**config.mk**
```make
export PLATFORM = sky130hd
export DESIGN_NAME = cmos_gray_capture
export DESIGN_NICKNAME = d
export VERILOG_FILES = /design/src/rtl/sobel_pkg.sv /design/src/rtl/rgb565_to_gray.sv /design/src/rtl/cmos_gray_capture.sv
export SDC_FILE = /design/constraint.sdc
export NUM_CORES = 1
export LEC_CHECK = 0
export CAP_MARGIN = 15
export CORE_ASPECT_RATIO = 0.9
export CORE_MARGIN = 3
export CORE_UTILIZATION = 55
export CTS_BUF_LIST = sky130_fd_sc_hd__clkbuf_8 sky130_fd_sc_hd__clkbuf_16
export DETAILED_ROUTE_END_ITERATION = 12
export PLACE_DENSITY_LB_ADDON = 0.1
export SLEW_MARGIN = 30
export SYNTH_ARGS = -nofsm -noshare
export SYNTH_HDL_FRONTEND = slang
export SYNTH_HIERARCHICAL = 1
export SYNTH_SLANG_ARGS = --single-unit
```
**constraint.sdc**
```tcl
create_clock -name clk -period 4.8 [get_ports clk]
set_clock_uncertainty 0.05 [all_clocks]
set_input_delay 0.72 -clock clk [delete_from_list [all_inputs] [get_ports clk]]
set_output_delay 0.72 -clock clk [all_outputs]
set_load 0.005 [all_outputs]
```
**src/rtl/sobel_pkg.sv**
```systemverilog
// Shared constants, pixel word layout and channel expansion helpers for the Sobel path.
package sobel_pkg;

    localparam int unsigned BYTE_W = 8;
    localparam int unsigned PIX_W  = 16;
    localparam int unsigned GRAY_W = 8;
    localparam int unsigned CNT_W  = 16;
    localparam int unsigned PROD_W = 16;

    localparam logic [BYTE_W-1:0] GRAY_KR = 8'd77;
    localparam logic [BYTE_W-1:0] GRAY_KG = 8'd150;
    localparam logic [BYTE_W-1:0] GRAY_KB = 8'd29;

    localparam logic [CNT_W-1:0] CNT_COL_MAX_DEF = 16'd640;
    localparam logic [CNT_W-1:0] CNT_ROW_MAX_DEF = 16'd480;

    typedef struct packed {
        logic [4:0] r;
        logic [5:0] g;
        logic [4:0] b;
    } rgb565_t;

    // Bit replication keeps full-scale channels at 8'hFF.
    function automatic logic [BYTE_W-1:0] expand5(input logic [4:0] c);
        return {c, c[4:2]};
    endfunction

    function automatic logic [BYTE_W-1:0] expand6(input logic [5:0] c);
        return {c, c[5:4]};
    endfunction

endpackage

```
**src/rtl/rgb565_to_gray.sv**
```systemverilog
// Two-stage RGB565 to 8-bit luma pipeline: weighted products, then sum and scale.
module rgb565_to_gray
    import sobel_pkg::*;
(
    input  logic              clk,
    input  logic              rst,
    input  logic              in_vld,
    input  logic [PIX_W-1:0]  in_pix,
    output logic              out_vld,
    output logic [GRAY_W-1:0] out_gray
);

    rgb565_t           pix_c;
    logic [PROD_W-1:0] pr_c;
    logic [PROD_W-1:0] pg_c;
    logic [PROD_W-1:0] pb_c;
    logic [PROD_W-1:0] sum_c;

    logic              vld_a;
    logic [PROD_W-1:0] pr;
    logic [PROD_W-1:0] pg;
    logic [PROD_W-1:0] pb;

    assign pix_c = rgb565_t'(in_pix);
    assign pr_c  = PROD_W'(expand5(pix_c.r)) * PROD_W'(GRAY_KR);
    assign pg_c  = PROD_W'(expand6(pix_c.g)) * PROD_W'(GRAY_KG);
    assign pb_c  = PROD_W'(expand5(pix_c.b)) * PROD_W'(GRAY_KB);

    // Coefficients sum to 256, so the total peaks at 255*256 and fits 16 bits.
    assign sum_c = pr + pg + pb;

    always_ff @(posedge clk) begin
        if (rst) begin
            vld_a    <= 1'b0;
            pr       <= '0;
            pg       <= '0;
            pb       <= '0;
            out_vld  <= 1'b0;
            out_gray <= '0;
        end else begin
            vld_a   <= in_vld;
            out_vld <= vld_a;
            if (in_vld) begin
                pr <= pr_c;
                pg <= pg_c;
                pb <= pb_c;
            end
            if (vld_a) begin
                out_gray <= sum_c[PROD_W-1 -: GRAY_W];
            end
        end
    end

endmodule

```
**src/rtl/cmos_gray_capture.sv**
```systemverilog
// OV5640 DVP capture: frame skipping, byte pairing into RGB565, line checks and gray conversion.
module cmos_gray_capture
    import sobel_pkg::*;
#(
    parameter logic [3:0]       FRAME_SKIP  = 4'd10,
    parameter logic [CNT_W-1:0] CNT_COL_MAX = CNT_COL_MAX_DEF,
    parameter logic [CNT_W-1:0] CNT_ROW_MAX = CNT_ROW_MAX_DEF
)(
    input  logic              clk,
    input  logic              rst,
    input  logic              cam_vsync,
    input  logic              cam_href,
    input  logic [BYTE_W-1:0] cam_data,
    output logic              dip_en,
    output logic [GRAY_W-1:0] dip_data,
    output logic              frame_done,
    output logic              line_err
);

    logic              vsync_d;
    logic              href_d;
    logic              first_rise_seen;
    logic [3:0]        frame_cnt;
    logic              phase;
    logic [BYTE_W-1:0] hi_byte;
    logic              pix_vld;
    logic [PIX_W-1:0]  pix565;
    logic [CNT_W-1:0]  col_cnt;
    logic [CNT_W-1:0]  row_cnt;
    logic              last_p;
    logic              last_a;

    logic              vs_rise_c;
    logic              href_fall_c;
    logic              cap_en_c;
    logic              pix_done_c;
    logic              last_c;
    logic              line_bad_c;

    assign vs_rise_c   = cam_vsync & ~vsync_d;
    assign href_fall_c = href_d & ~cam_href;
    assign cap_en_c    = (frame_cnt == FRAME_SKIP);
    // A vsync rise kills the pixel whose low byte would land on that cycle.
    assign pix_done_c  = cam_href & phase & ~vs_rise_c;
    assign last_c      = cap_en_c & pix_done_c
                       & (CNT_W'(col_cnt + CNT_W'(1)) == CNT_COL_MAX)
                       & (CNT_W'(row_cnt + CNT_W'(1)) == CNT_ROW_MAX);
    assign line_bad_c  = (col_cnt != CNT_COL_MAX) | phase | (row_cnt >= CNT_ROW_MAX);

    // Sync edges, frame skipping, byte phase and line/frame bookkeeping.
    always_ff @(posedge clk) begin
        if (rst) begin
            vsync_d         <= 1'b0;
            href_d          <= 1'b0;
            first_rise_seen <= 1'b0;
            frame_cnt       <= '0;
            phase           <= 1'b0;
            hi_byte         <= '0;
            pix_vld         <= 1'b0;
            pix565          <= '0;
            col_cnt         <= '0;
            row_cnt         <= '0;
            last_p          <= 1'b0;
            last_a          <= 1'b0;
            frame_done      <= 1'b0;
            line_err        <= 1'b0;
        end else begin
            vsync_d    <= cam_vsync;
            href_d     <= cam_href;
            pix_vld    <= pix_done_c & cap_en_c;
            last_p     <= last_c;
            last_a     <= last_p;
            frame_done <= last_a;
            if (pix_done_c) begin
                pix565 <= {hi_byte, cam_data};
            end
            if (vs_rise_c) begin
                // frame_cnt counts completed frames; the first rise only opens one.
                first_rise_seen <= 1'b1;
                if (first_rise_seen && (frame_cnt != FRAME_SKIP)) begin
                    frame_cnt <= frame_cnt + 4'd1;
                end
                phase    <= 1'b0;
                col_cnt  <= '0;
                row_cnt  <= '0;
                line_err <= 1'b0;
            end else begin
                phase <= cam_href & ~phase;
                if (cam_href && !phase) begin
                    hi_byte <= cam_data;
                end
                if (href_fall_c) begin
                    if (line_bad_c) begin
                        line_err <= 1'b1;
                    end
                    col_cnt <= '0;
                    if (row_cnt != '1) begin
                        row_cnt <= row_cnt + CNT_W'(1);
                    end
                end else if (pix_done_c && (col_cnt != '1)) begin
                    col_cnt <= col_cnt + CNT_W'(1);
                end
            end
        end
    end

    rgb565_to_gray u_gray (
        .clk      (clk),
        .rst      (rst),
        .in_vld   (pix_vld),
        .in_pix   (pix565),
        .out_vld  (dip_en),
        .out_gray (dip_data)
    );

endmodule

```
==> metrics.yaml, run 1 <==
status: "finished clean"
nNetsFinal: 1207
clk_pin_slew_worst_paths_ns: 0.06
r2r-start: "pix565[13]"
clock-sinks: 122
critPathLaunchType: "flip-flop"
met2_usage: 0.341
cts_buffers: 17
grtUsageTotal: 0.234
fp.dieH_um: 129
cts_tree: "done"
cts_buffer_depth: 2
worst_hold_startpoint: "last_a"
vias: 7410
netlist_area_um2: 9200
grt_max_degree: 53
firstDrtPassIters: 5
yosysSeqAreaShare: 0.265
grt_pass1_wl_mm: 34.8
drc: 0
ys.flop_type: "dfxtp_1"
synth_nets: 1207
tightestPinTransition_ns: 0.665
die_w_um: 142
ant_nets: 0
ys_top_cells_by_area: "dfxtp_1 (27%), ha_1 (16%), fa_1 (8.1%)"
netlist_instances: 1041
postCtsHoldBufs: 0
ys_warn_count: 6
overflow: 0
relSlewSlack: 0.557
dieArea_um2: 18300
dr.first_iter.drc_count: 529
n_fill_cell: 1394
combPwrFrac: 0.043
power_switching_mw: 0.590
synth.largest_area_cell: "dfxtp_1"
clock_latency_ns: 0.43
globalRouteMet1Util: 0.354
grt_pass1_vias: 6937
syn_avg_cell_area_um2: 8.84
grt_antenna_before_repair: 0
ioPinCount: 23
p_int_mw: 1.83
max-cap-violations: 0
ys_types: 96
post_cts_resized: 0
synth-edff-count: 0
core_area_um2: 16200
use_met3: 0.0457
grt.busiest_layer: "met1"
crit_fanout: 8
ys_seq_elements: 122
rsz0062_at_grt: "false"
critPathKind: "flip-flop to flip-flop"
worstPathRequired_ns: 5.03
p_per_area_nw_per_um2: 241
wl_per_cell_um: 16.3
switching_share: 0.243
h-tree-depth: 4
rr_worst_depth: 12
p_seq_frac: 0.425
finalSetupViolCount: 0
whs_path_depth: 1
whs_ns: 0.390
max_freq_mhz: 263
syn_to_final_growth_pct: 9.40
gp_congestion: 0.881
start_util: 0.567
hold_path_class: "flip-flop to flip-flop"
drive_gt1_frac: 0.0740
p_leak_nw: 4.52
rows: 44
place_ws_ns: 1.04
synthArstFlopShare: 0
clockRootBuffer: "clkbuf_16"
post-route-period-util: 0.793
io_buffers: 22
min_to: "frame_done"
synth_top_area_frac: 0.265
post_cts_buffers: 0
finalWorstSetupSlack_ns: 0.995
clkPwrFrac: 0.532
slew_viol_final: 0
finalHoldViolCount: 0
diodes: 0
cp.arrival_ns: 4.03
routed_wl_mm: 20.6
setup_tns_ns: 0
setup.worst_path.end_class: "flip-flop"
r2r_slack_ns: 0.99
vias_per_cell: 5.88
irDropWorstVdd_uv: 228
finalWorstPathRequiredPeriod_ns: 3.81
place_hpwl_mm: 15.3
r2r_end: "u_gray/pr[14]"
-- cell type report --
| cell class | count | area (um^2) | area share |
|---|---|---|---|
| sequential | 122 | 2440 | 0.243 |
| multi-input combinational | 791 | 6210 | 0.617 |
| clock buffer | 17 | 425 | 0.0423 |
| tap | 207 | 259 | 0.0257 |
| clock inverter | 15 | 165 | 0.0164 |
| inverter | 82 | 308 | 0.0306 |
| timing repair buffer | 27 | 253 | 0.0251 |
-- kinds of logic (layout without fill, tap and decap cells) --
| kind of cell | Yosys count | after routing | share of synthesized area |
|---|---|---|---|
| AO/OA/AOI/OAI | 199 | 199 | 0.160 |
| XOR/XNOR | 47 | 47 | 0.0447 |
| adder cells (fa/ha/maj) | 154 | 154 | 0.240 |
| buffers and inverters | 128 | 141 | 0.0594 |
| flip-flops | 122 | 122 | 0.265 |
| multiplexers | 25 | 25 | 0.0273 |
| AND/OR/NAND/NOR | 366 | 366 | 0.203 |
-- stage by stage --
stage                      util  instance area (um^2)  total power, mW  instances
final                     0.620                 10100             2.43       1261
after global routing      0.620                 10100             2.51       1261
after CTS                 0.620                 10100             2.45       1261
after detailed placement  0.583                  9480             1.16       1229
after global placement    0.583                  9480             1.16       1229
after floorplan               -                  9200             1.12       1041
-- state kept, by name, indices dropped and copies added (netlist names), 4 cells and up --
register	count
hi_byte	8
pix565	16
u_gray/pg	15
row_cnt	16
frame_cnt	4
u_gray/out_gray	8
u_gray/pb	13
u_gray/pr	15
col_cnt	16
-- cell usage after synthesis (5+ instances only) --
master	n
a21oi_1	51
nand4b_1	5
fa_1	37
a211oi_1	11
buf_2	16
inv_1	80
a21o_1	9
nor2b_1	11
xor2_1	34
mux2i_1	24
and2_1	7
a31oi_1	10
o21a_1	7
nand4_1	27
clkbuf_1	19
xnor2_1	13
and3_1	12
o21ai_0	29
ha_1	117
dfxtp_1	122
nor3_1	29
nand3_2	6
or3_1	9
o211ai_1	8
nand3_1	26
nor2_1	104
nand2_1	87
and4_1	6
buf_1	6
-- power groups by stage --
stage	Combinational, mW	Clock [mW]	Sequential (mW)
6_report	0.105	1.29	1.03
5_1_grt	0.118	1.36	1.03
4_1_cts	0.106	1.31	1.03
3_5_place_dp	0.105	0	1.05
3_3_place_gp	0.104	0	1.05
2_1_floorplan	0.0742	0	1.05
-- worst max-delay path by stage --
| stage | start | end | slack, ns | depth (start not counted) |
|---|---|---|---|---|
| 2_1_floorplan | pix565[13] | u_gray/pr[12] | 1.23 | 12 |
| 3_3_place_gp | pix565[13] | u_gray/pr[12] | 1.08 | 12 |
| 3_5_place_dp | pix565[13] | u_gray/pr[12] | 1.04 | 12 |
| 4_1_cts | pix565[13] | u_gray/pr[14] | 0.97 | 12 |
| 5_1_grt | pix565[13] | u_gray/pr[10] | 0.77 | 12 |
| 6_report | pix565[13] | u_gray/pr[14] | 0.99 | 12 |
-- metal layers --
layer,wire length (um),up-vias
li1,-,3700
met1,10800,3493
met2,8520,196
met3,1030,21
met4,242,0
met5,0,-
-- critical path: stages (launching register included) --
cell      delay [ns]
dfxtp_1         0.50
ha_1            0.30
ha_1            0.27
inv_1           0.05
fa_1            0.49
fa_1            0.51
inv_1           0.05
ha_1            0.34
and2_1          0.19
a41o_1          0.24
o2111a_1        0.27
o31ai_1         0.26
a31oi_1         0.12
-- cell usage in the layout, fill, tap and decap left out, types with 13 or more instances in the layout --
cell type,n
nor3_1,29
inv_1,81
nand3_1,26
a21oi_1,51
mux2i_1,24
nand4_1,27
dfxtp_1,121
fa_1,37
o21ai_0,29
ha_1,117
xnor2_1,13
xor2_1,34
nor2_1,104
clkbuf_16,17
nand2_1,87
clkdlybuf4s50_1,21
Note: power is estimated with default switching activity, not from simulation.
==> run 2, diff against run 1 <==
- clock period: 4.8 -> 3.8 ns (I/O delays scaled with it)
==> metrics.yaml, run 2 (synthesized netlist as in run 1, its figures left out) <==
worstPathRequired_ns: 4.11
worstPathCellList: "ha_1, ha_1, inv_1, fa_1, fa_1, inv_1, ha_1, and2_1, a41o_1, o2111a_1, or3_1, nand3_1"
max-cap-violations: 0
die_w_um: 142
h-tree-depth: 4
hold_path_class: "flip-flop to flip-flop"
max_freq_mhz: 277
mostFrequentLayoutCells: "dfxtp_1 (120), ha_1 (117), nor2_1 (104), nand2_1 (87), inv_1 (81)"
largestRegisters: "col_cnt (16), pix565 (16), row_cnt (16)"
firstDrtPassIters: 5
critPathKind: "flip-flop to flip-flop"
place_ws_ns: 0.166
drive_gt1_frac: 0.0837
slew_viol_final: 0
rows: 44
nNetsFinal: 1216
clock_latency_ns: 0.42
place_hpwl_mm: 15.4
grt_pass1_vias: 6956
clk_pin_slew_worst_paths_ns: 0.06
clockRootBuffer: "clkbuf_16"
vias: 7404
diodes: 0
ioPinCount: 23
crit_slowest_cell: "fa_1"
clock-sinks: 122
fin_cells: 1270
routed_wl_mm: 20.5
final_common_cell: "dfxtp_1"
wl_per_cell_um: 16.1
slowest_delay_ns: 0.51
p_leak_nw: 4.56
start_util: 0.567
irDropWorstVdd_uv: 301
finalSetupViolCount: 0
cts_buffers: 17
cts_buffer_depth: 2
drc: 0
cts_tree: "done"
dr.first_iter.drc_count: 716
finalWorstPathRequiredPeriod_ns: 3.61
tightestPinTransition_ns: 0.685
place_area_um2: 9540
ant_nets: 0
fp.dieH_um: 129
setup.worst_path.end_class: "flip-flop"
syn_to_final_growth_pct: 10.2
crit_top_cell: "ha_1"
crit_fanout: 5
critPathTopFamily: "adder cells"
status: "finished clean"
vias_per_cell: 5.83
grt_max_degree: 40
dieArea_um2: 18300
p_per_area_nw_per_um2: 302
io_buffers: 22
grtUsageTotal: 0.237
final_cell_area_um2: 10100
overflow: 0
gp_congestion: 0.915
cp.arrival_ns: 3.92
place_inst: 1238
postCtsHoldBufs: 0
grt_antenna_before_repair: 0
grt_pass1_wl_mm: 35.1
setup_tns_ns: 0
relSlewSlack: 0.544
finalWorstSetupSlack_ns: 0.194
crit_buf_inv: 2
core_area_um2: 16200
post-route-period-util: 0.949
finalHoldViolCount: 0
rsz0062_at_grt: "false"
critPathLaunchType: "flip-flop"
whs_ns: 0.385
==> run 2: cell count changes in the layout (fill, tap and decap cells not counted), sizes merged <==
cell | previous run | this run
buf | 6 | 15
==> run 2: path summary, 6_finish.rpt <==
kind / start / endpoint / slack [ns] / cells past startpoint
worst min-delay path: last_a / frame_done / 0.39 / 1
worst max-delay path: pix565[12] / u_gray/pr[12] / 0.19 / 12
worst max register to register: pix565[12] / u_gray/pr[12] / 0.19 / 12
worst min register to register: last_a / frame_done / 0.39 / 1
==> run 2: routing by layer <==
layer	routed length [um]	global-route usage	share of wire	up-vias
met5	0	0	0	-
met4	229	0.0581	0.011	0
li1	-	-	-	3718
met3	963	0.0517	0.047	20
met2	8380	0.335	0.41	144
met1	10900	0.366	0.53	3522
==> run 2: where the power goes <==
part / switching [mW] / internal (mW)
clock network: 0.652 / 0.978
logic: 0.0845 / 0.0508
registers: 0.00974 / 1.29
total: 0.746 / 2.32
==> run 2: final cells by class <==
| cell class | count | area [um^2] |
|---|---|---|
| clock buffer | 17 | 425 |
| clock inverter | 15 | 166 |
| fill | 1444 | 6100 |
| inverter | 82 | 308 |
| multi-input combinational | 791 | 6220 |
| sequential | 122 | 2440 |
| tap | 207 | 259 |
| timing repair buffer | 36 | 320 |
==> run 2: worst reg2reg max path, cell delays in order, from the launching register on <==
cell and delay (ns):
dfxtp_2 0.35, ha_1 0.30, ha_1 0.27, inv_1 0.05
fa_1 0.49, fa_1 0.51, inv_1 0.04, ha_1 0.34
and2_1 0.19, a41o_1 0.24, o2111a_1 0.27, or3_1 0.38
nand3_1 0.07
==> run 2: stage by stage <==
stage / utilization / power, mW
final: 0.624 / 3.07
after floorplan: - / 1.42
after global routing: 0.624 / 3.17
after detailed placement: 0.588 / 1.46
after CTS: 0.624 / 3.09
after global placement: 0.588 / 1.46
==> run 2: repair_timing <==
item / CTS / global route
endpoints found under the setup margin: 0 / 1
buffers inserted: 0 / 0
resized for setup: 0 / 2
